`src/rtl/axi_remap_pkg.sv`:
```
// Shared types and helpers for the two-requester AXI address remap arbiter.
// One channel FSM state enum is used by both the write and read paths.
package axi_remap_pkg;

  typedef enum logic [1:0] {
    ST_IDLE = 2'd0,
    ST_ADDR = 2'd1,
    ST_DATA = 2'd2,
    ST_RESP = 2'd3
  } chan_state_e;

  localparam logic [31:0] DEFAULT_OFFSET = 32'h4000_0000;

  // Round-robin pick: on a tie the requester that did not win last time goes first.
  function automatic logic pick_grant(input logic [1:0] req, input logic last_grant);
    if (req[0] && req[1]) begin
      return ~last_grant;
    end
    return req[1];
  endfunction

endpackage

```
`src/rtl/axi_remap_channel_fsm.sv`:
```
// One AXI address channel: round-robin grant, per-requester offset add and
// address handshake sequencing; data/response routing is done by the parent.
module axi_remap_channel_fsm
  import axi_remap_pkg::*;
#(
  parameter int unsigned        ADDR_W   = 32,
  parameter logic [ADDR_W-1:0]  OFFSET_0 = ADDR_W'(DEFAULT_OFFSET),
  parameter logic [ADDR_W-1:0]  OFFSET_1 = ADDR_W'(DEFAULT_OFFSET),
  parameter bit                 HAS_DATA = 1'b1
) (
  input  logic                  clk_i,
  input  logic                  rst_i,
  input  logic [1:0]            s_avalid_i,
  input  logic [2*ADDR_W-1:0]   s_addr_i,
  output logic [1:0]            s_aready_o,
  output logic                  m_avalid_o,
  input  logic                  m_aready_i,
  output logic [ADDR_W-1:0]     m_addr_o,
  input  logic                  data_done_i,
  input  logic                  resp_done_i,
  output logic                  owner_o,
  output chan_state_e           state_o
);

  chan_state_e       state_q, state_d;
  logic              owner_q, owner_d;
  logic              last_grant_q, last_grant_d;
  logic              avalid_q, avalid_d;
  logic [ADDR_W-1:0] addr_q, addr_d;

  always_comb begin
    state_d      = state_q;
    owner_d      = owner_q;
    last_grant_d = last_grant_q;
    avalid_d     = avalid_q;
    addr_d       = addr_q;
    unique case (state_q)
      ST_IDLE: begin
        if (|s_avalid_i) begin
          owner_d  = pick_grant(s_avalid_i, last_grant_q);
          addr_d   = owner_d ? (s_addr_i[2*ADDR_W-1:ADDR_W] + OFFSET_1)
                             : (s_addr_i[ADDR_W-1:0] + OFFSET_0);
          avalid_d = 1'b1;
          state_d  = ST_ADDR;
        end
      end
      ST_ADDR: begin
        if (m_aready_i) begin
          avalid_d = 1'b0;
          state_d  = HAS_DATA ? ST_DATA : ST_RESP;
        end
      end
      ST_DATA: begin
        if (data_done_i) begin
          state_d = ST_RESP;
        end
      end
      ST_RESP: begin
        if (resp_done_i) begin
          last_grant_d = owner_q;
          state_d      = ST_IDLE;
        end
      end
      default: begin
        avalid_d = 1'b0;
        state_d  = ST_IDLE;
      end
    endcase
  end

  // last_grant resets to 1 so requester 0 wins the first tie.
  always_ff @(posedge clk_i) begin
    if (rst_i) begin
      state_q      <= ST_IDLE;
      owner_q      <= 1'b0;
      last_grant_q <= 1'b1;
      avalid_q     <= 1'b0;
      addr_q       <= '0;
    end else begin
      state_q      <= state_d;
      owner_q      <= owner_d;
      last_grant_q <= last_grant_d;
      avalid_q     <= avalid_d;
      addr_q       <= addr_d;
    end
  end

  always_comb begin
    s_aready_o = 2'b00;
    if (state_q == ST_ADDR) begin
      s_aready_o[owner_q] = m_aready_i;
    end
  end

  assign m_avalid_o = avalid_q;
  assign m_addr_o   = addr_q;
  assign owner_o    = owner_q;
  assign state_o    = state_q;

endmodule

```
`src/rtl/axi_addr_remap_arbiter.sv`:
```
// Two-requester AXI arbiter with independent AW/AR grants and per-requester
// address offsets; W/B/R handshakes are routed to the current owner only.
module axi_addr_remap_arbiter
  import axi_remap_pkg::*;
#(
  parameter int unsigned                AXI_ADDR_WIDTH = 32,
  parameter logic [AXI_ADDR_WIDTH-1:0]  OFFSET_0       = AXI_ADDR_WIDTH'(DEFAULT_OFFSET),
  parameter logic [AXI_ADDR_WIDTH-1:0]  OFFSET_1       = AXI_ADDR_WIDTH'(DEFAULT_OFFSET)
) (
  input  logic                          clk_i,
  input  logic                          rst_i,
  input  logic [1:0]                    s_awvalid_in,
  output logic [1:0]                    s_awready_out,
  input  logic [2*AXI_ADDR_WIDTH-1:0]   s_awaddr_in,
  input  logic [1:0]                    s_wvalid_in,
  input  logic [1:0]                    s_wlast_in,
  output logic [1:0]                    s_wready_out,
  output logic [1:0]                    s_bvalid_out,
  input  logic [1:0]                    s_bready_in,
  input  logic [1:0]                    s_arvalid_in,
  output logic [1:0]                    s_arready_out,
  input  logic [2*AXI_ADDR_WIDTH-1:0]   s_araddr_in,
  output logic [1:0]                    s_rvalid_out,
  input  logic [1:0]                    s_rready_in,
  output logic                          m_awvalid_out,
  input  logic                          m_awready_in,
  output logic [AXI_ADDR_WIDTH-1:0]     m_awaddr_out,
  output logic                          m_wvalid_out,
  output logic                          m_wlast_out,
  input  logic                          m_wready_in,
  input  logic                          m_bvalid_in,
  output logic                          m_bready_out,
  output logic                          m_arvalid_out,
  input  logic                          m_arready_in,
  output logic [AXI_ADDR_WIDTH-1:0]     m_araddr_out,
  input  logic                          m_rvalid_in,
  input  logic                          m_rlast_in,
  output logic                          m_rready_out,
  output logic                          wr_owner_out,
  output logic                          rd_owner_out
);

  chan_state_e wr_state;
  chan_state_e rd_state;
  logic        wr_owner;
  logic        rd_owner;
  logic        wr_data_done;
  logic        wr_resp_done;
  logic        rd_resp_done;

  axi_remap_channel_fsm #(
    .ADDR_W   (AXI_ADDR_WIDTH),
    .OFFSET_0 (OFFSET_0),
    .OFFSET_1 (OFFSET_1),
    .HAS_DATA (1'b1)
  ) u_wr_fsm (
    .clk_i       (clk_i),
    .rst_i       (rst_i),
    .s_avalid_i  (s_awvalid_in),
    .s_addr_i    (s_awaddr_in),
    .s_aready_o  (s_awready_out),
    .m_avalid_o  (m_awvalid_out),
    .m_aready_i  (m_awready_in),
    .m_addr_o    (m_awaddr_out),
    .data_done_i (wr_data_done),
    .resp_done_i (wr_resp_done),
    .owner_o     (wr_owner),
    .state_o     (wr_state)
  );

  axi_remap_channel_fsm #(
    .ADDR_W   (AXI_ADDR_WIDTH),
    .OFFSET_0 (OFFSET_0),
    .OFFSET_1 (OFFSET_1),
    .HAS_DATA (1'b0)
  ) u_rd_fsm (
    .clk_i       (clk_i),
    .rst_i       (rst_i),
    .s_avalid_i  (s_arvalid_in),
    .s_addr_i    (s_araddr_in),
    .s_aready_o  (s_arready_out),
    .m_avalid_o  (m_arvalid_out),
    .m_aready_i  (m_arready_in),
    .m_addr_o    (m_araddr_out),
    .data_done_i (1'b0),
    .resp_done_i (rd_resp_done),
    .owner_o     (rd_owner),
    .state_o     (rd_state)
  );

  // The non-owner always sees valid/ready low, so it can never complete a beat.
  always_comb begin
    m_wvalid_out = 1'b0;
    m_wlast_out  = 1'b0;
    s_wready_out = 2'b00;
    m_bready_out = 1'b0;
    s_bvalid_out = 2'b00;
    if (wr_state == ST_DATA) begin
      m_wvalid_out           = s_wvalid_in[wr_owner];
      m_wlast_out            = s_wlast_in[wr_owner];
      s_wready_out[wr_owner] = m_wready_in;
    end
    if (wr_state == ST_RESP) begin
      m_bready_out           = s_bready_in[wr_owner];
      s_bvalid_out[wr_owner] = m_bvalid_in;
    end
  end

  always_comb begin
    m_rready_out = 1'b0;
    s_rvalid_out = 2'b00;
    if (rd_state == ST_RESP) begin
      m_rready_out           = s_rready_in[rd_owner];
      s_rvalid_out[rd_owner] = m_rvalid_in;
    end
  end

  assign wr_data_done = m_wvalid_out & m_wready_in & m_wlast_out;
  assign wr_resp_done = m_bvalid_in & m_bready_out;
  assign rd_resp_done = m_rvalid_in & m_rready_out & m_rlast_in;

  assign wr_owner_out = wr_owner;
  assign rd_owner_out = rd_owner;

endmodule

```
`config.mk`:
```
export PLATFORM = sky130hd
export DESIGN_NAME = axi_addr_remap_arbiter
export DESIGN_NICKNAME = d
export VERILOG_FILES = /design/src/rtl/axi_remap_pkg.sv /design/src/rtl/axi_remap_channel_fsm.sv /design/src/rtl/axi_addr_remap_arbiter.sv
export SDC_FILE = /design/constraint.sdc
export NUM_CORES = 1
export LEC_CHECK = 0
export ABC_AREA = 1
export BUFFER_PORTS_ARGS = -buffer_cell sky130_fd_sc_hd__buf_2
export CORE_MARGIN = 5
export CORE_UTILIZATION = 45
export DETAILED_ROUTE_END_ITERATION = 6
export HOLD_SLACK_MARGIN = 0.12
export MAX_ROUTING_LAYER = met4
export PLACE_DENSITY = 0.83
export SLEW_MARGIN = 15
export SYNTH_ARGS = -nofsm -noshare
export SYNTH_HDL_FRONTEND = slang
export SYNTH_SLANG_ARGS = --single-unit
```
`constraint.sdc`:
```
create_clock -name clk_i -period 2.62 [get_ports clk_i]
set_input_delay 0.393 -clock clk_i [delete_from_list [all_inputs] [get_ports clk_i]]
set_output_delay 0.393 -clock clk_i [all_outputs]
set_load 0.02 [all_outputs]
```
# == After elaboration in Yosys (flattened, before gate mapping) ==
# Cells that the tools add are included.
# op_classes
n_lt_le_gt_ge,4
n_eq_ne,13
bitwise,13
div,0
n_mul,0
add_sub_neg,4
reduce_logical,18
mux,52
shifts,0
# ops
op,n
$add A32 B31 Y32 const B,4
$mux W32,2
$mux W1,32
$mux W2,12
$and A2 B2 Y2,5
$eq A2 B2 Y1 const B,4
$ne A2 B1 Y1 const B,4
$pmux W2 S4,1
$reduce_and A2 Y1,4
$reduce_and A4 Y1,2
$ne A2 B2 Y1 const B,3
$pmux W2 S3,1
$reduce_and A3 Y1,2
$and A1 B1 Y1,5
$eq A2 B1 Y1 const B,2
$logic_and A1 B1 Y1,4
$logic_not A2 Y1,2
$lt A1 B2 Y1 const B,2
$pmux W1 S2,2
$reduce_bool A2 Y1,2
$reduce_or A2 Y1,2
$not A1 Y1,3
$demux W1 S1,2
$ge A1 B1 Y1 const B,2
# word_totals
ff_bits,74
latchBits,0
wordCells,114
mem_bits_ro,0
output_inout_bits,82
ram_bits,0
in_bits,148
memories,0

# == Depth between registers and ports, before layout ==
# depth
depth_word,8
ltp_mapped,10
mapped_depth_nobuf,10

# == Modules after synthesis ==
# From an unflattened synthesis, not the netlist that was laid out.
# hier_totals
hier_cells,587
hier_area_um2,3823.7
# modules_own_cells
module,instances,cells_per_inst,seq_area_each_um2,area_each_um2
axi_remap_channel_fsm at u_rd_fsm,1,274,740.7,1828.0
axi_remap_channel_fsm at u_wr_fsm,1,271,740.7,1823.0
axi_addr_remap_arbiter,1,42,0.0,172.7

# == Worst setup path before layout ==
# OpenSTA, ideal clock, no wires.
# synth_timing
path_kind,register -> output
from,reg u_wr_fsm.owner_q (netlist: u_wr_fsm.owner_o)
to,out s_bvalid_out[1]
t_arrival_ns,1.171
required_ns,2.227
path_stages_with_launch,4
slack_ns,1.056
cell_sequence,dfxtp_1 -> buf_4 -> inv_4 -> nor3_1
# synth_via
elab_chain_len,6
# synth_lines
item,line_no,source
"start, declared",axi_remap_channel_fsm.sv:26,"logic owner_q, owner_d;"
"start signal, assigned",axi_remap_channel_fsm.sv:81,owner_q <= owner_d;
$lt A1 B2 Y1 (not written as such) or $ge A1 B1 Y1 (tied branches),axi_addr_remap_arbiter.sv:105,s_bvalid_out[wr_owner] = m_bvalid_in;
$logic_and A1 B1 Y1 (not written as such),axi_addr_remap_arbiter.sv:105,
$mux W1 (not written as such),axi_addr_remap_arbiter.sv:105,
$demux W1 S1 (*),--,
$and A2 B2 Y2 (no source line) (*),--,
$mux W2 (*),axi_addr_remap_arbiter.sv:103,if (wr_state == ST_RESP) begin
"end, declared",axi_addr_remap_arbiter.sv:18,"output logic [1:0] s_bvalid_out,"
# Mark *: on every way between the ends. The rest lies on a longest branch, timed or not.

# == Final worst setup path ==
# layout_timing
from,reg u_wr_fsm.state_q[0] (netlist: u_wr_fsm.state_o[0])
to,reg u_wr_fsm.addr_q[10] (netlist: u_wr_fsm.m_addr_o[10])
# layout_via
elab_chain_len,2
# layout_lines
item,line_no,source
"start, declared",axi_remap_channel_fsm.sv:25,"chan_state_e state_q, state_d;"
"start signal, assigned",axi_remap_channel_fsm.sv:80,state_q <= state_d;
$logic_not A2 Y1,axi_remap_channel_fsm.sv:37,unique case (state_q)
$reduce_and A2 Y1 (no source line),--,
"end signal, assigned",axi_remap_channel_fsm.sv:84,addr_q <= addr_d;
"end, declared",axi_remap_channel_fsm.sv:29,"logic [ADDR_W-1:0] addr_q, addr_d;"
# No other way between the ends.
# A chain may end at the register's enable or synchronous reset.

==> impl_metrics.toml <==
[status]
status = "finished, final reports clean"

[min_path]
hold_class = "input pin to flop"

[routing]
ant_nets = 0
drt-initial-drc-count = 163
dr.pass1.iters = 5
routed_wl_um = 11000
vias_per_cell = 5.04
drc = 0
vias = 4038
drt-wirelength-per-cell_um = 13.8

[timing]
hold_viol_final = 0
finalClockSkew_ns = 0.00988
grt_setup_unrepaired = "no"
post-route-period-util_pct = 73.4
fmax_ghz = 0.520
finalSetupViolations = 0
finalMaxSlewViolations = 0
period_needed_ns = 1.92
fin_tns_setup_ns = 0
tightest_slew_ns = 0.851
relSlewSlack_pct = 43.2
hold_ws_ns = 0.307
postLayoutSetupSlackWorst_ns = 0.698

[global_route]
grt_usage_pct = 23.0
grt_first_pass_wirelength_um = 17800
grt_pass1_vias = 3873
grt_max_degree = 67
antenna_found_initial = 0
grt_overflow = 0

[synth]
synth_area_leaders = "dfxtp_1 (43%), nand2_1 (18%), a31oi_1 (11%), o21ai_0 (7.9%), buf_2 (3.4%)"
synth_top_family_by_area = "compound AO/OA/AOI/OAI gates"
synth_xor_area_share_pct = 0
synth.distinct_cells = 23
synth_compound_area_share_pct = 24.3
avgSynthCellArea_um2 = 7.04
synth_top_cell_area_share_pct = 43.4
synth_fa_ha_area_share_pct = 1.47
muxShareOfSynthArea_pct = 0
yosysSeqAreaShare_pct = 43.4
syn_inst = 485
synth_area_leader_cell = "dfxtp_1"
ys_seq_elements = 74
synth_simple_gate_area_share_pct = 22.4
ys_warn_count = 0
synth_area_um2 = 3420
syn_nets = 637

[clock_tree]
htree_num_levels = 3
clkLatencyLatePin_ns = 0.33
cts_tree = "built"
cts_buffer_depth = 2
cts.clk_slew.worst_paths_ns = 0.08
cts_setup_buffers = 0
clock-sinks = 74
cts_made_buffers = 9
cts_resized = 0
cts_hold_buf = 0
cts_root_buf = "clkbuf_8"

[floorplanning]
design.core.area_um2 = 7330
num_rows = 31
die_w_um = 97.1
initial_core_util_pct = 46.6
die-area_um2 = 9430
die_y_um = 97.1
io_pins = 230

[setup_path]
path_max_fanout = 64
startpoint_type = "flop"
crit_path_max_incr_delay_ns = 0.64
cp.arrival_ns = 2.18
required_ns = 2.88
cp_slowest_cell = "inv_2"
critPathKind = "flop to flop"
cp_num_buf_inv = 2
cp_top_family = "buffers and inverters"
endpoint_kind = "flop"
crit_chain = "inv_1, ha_1, o21ai_1, inv_2, o21ai_0, a31oi_1"

[job]
cap_violations = 0

[pwr]
power.total_mw = 4.10
powerDensity_nw_per_um2 = 854
ir_drop_mv = 0.456
p_leak_nw = 2.54

[final_layout]
diodes = 0
multiInputGateArea_um2 = 1640
drive_gt1_share_pct = 37.0
syn2layout_area_growth_pct = 40.6
fin_nets = 849
final_common_cell = "buf_2"
nFillCells = 645
final-seq-area_um2 = 1480
final_cell_mix = "buf_2 (229), nand2_1 (167), dfxtp_1 (74)"

[placed_design]
hpwlAfterDp_um = 8370
pre_cts_slack_ns = 0.748
place_congestion = 0.880
numPortBuffers = 229
[layout make-up]
| class | count | area share [%] |
|---|---|---|
| clock inverter | 3 | 1.43 |
| sequential | 74 | 30.8 |
| clock buffer | 13 | 3.52 |
| tap | 99 | 2.58 |
| timing repair buffer | 235 | 25.1 |
| inverter | 29 | 2.32 |
| multi-input combinational | 348 | 34.2 |
[cells by family after synthesis]
family	count (synthesis)
AND/OR/NAND/NOR	197
AO/OA/AOI/OAI	147
flip-flops	74
buffers and inverters	63
adder cells (fa/ha/maj)	4
[final timing paths]
path / from / end / depth (start not counted) / slack (ns)
hold reg to reg: u_rd_fsm.last_grant_q / u_rd_fsm.last_grant_q / 2 / 0.48
setup reg to reg: u_wr_fsm.state_o[0] / u_wr_fsm.m_addr_o[10] / 6 / 0.70
setup / recovery: u_wr_fsm.state_o[0] / u_wr_fsm.m_addr_o[10] / 6 / 0.70
hold / removal: m_awready_in / u_wr_fsm.m_avalid_o / 2 / 0.31
[Yosys cell counts]
master,count
o21ai_0,54
nor3_1,6
o21ai_1,14
buf_4,2
nand4_1,2
nand2_1,167
nor2_1,15
a21oi_1,14
nand2_2,2
inv_1,22
inv_4,1
inv_2,6
nand3_1,4
dfxtp_1,74
buf_2,23
clkbuf_1,7
a21oi_4,1
buf_6,2
or2_1,1
a31oi_1,61
ha_1,4
o211ai_1,2
o22ai_1,1
[through the flow]
| step | cells | utilization, % | cell area, µm² |
|---|---|---|---|
| global placement | 785 | 62.3 | 4560 |
| CTS | 801 | 65.5 | 4800 |
| detailed placement | 785 | 62.3 | 4560 |
| floorplan | 485 | - | 3420 |
| finish | 801 | 65.5 | 4800 |
| global route | 801 | 65.5 | 4800 |
[sequential cells by signal, indices dropped and copies added (netlist names)]
register and count:
u_rd_fsm.m_avalid_o 1, u_rd_fsm.last_grant_q 1, u_wr_fsm.owner_o 1, u_rd_fsm.state_o 2, u_wr_fsm.m_addr_o 32, u_wr_fsm.last_grant_q 1
u_rd_fsm.m_addr_o 32, u_rd_fsm.owner_o 1, u_wr_fsm.state_o 2, u_wr_fsm.m_avalid_o 1
[where the power goes]
group	internal [mW]	total (mW)	switching, mW
clock network	0.619	1.02	0.406
registers	1.41	1.57	0.158
logic	0.506	1.50	0.998
total	2.54	4.10	1.56
[routing by layer]
| metal | track usage, % | vias to the layer above | wire [µm] |
|---|---|---|---|
| li1 | - | 2056 | - |
| met1 | 25.9 | 1767 | 4390 |
| met2 | 38.7 | 189 | 5510 |
| met3 | 5.53 | 26 | 855 |
| met4 | 9.83 | 0 | 251 |
| met5 | - | - | 0 |
Power figures use the tool's default switching activity.
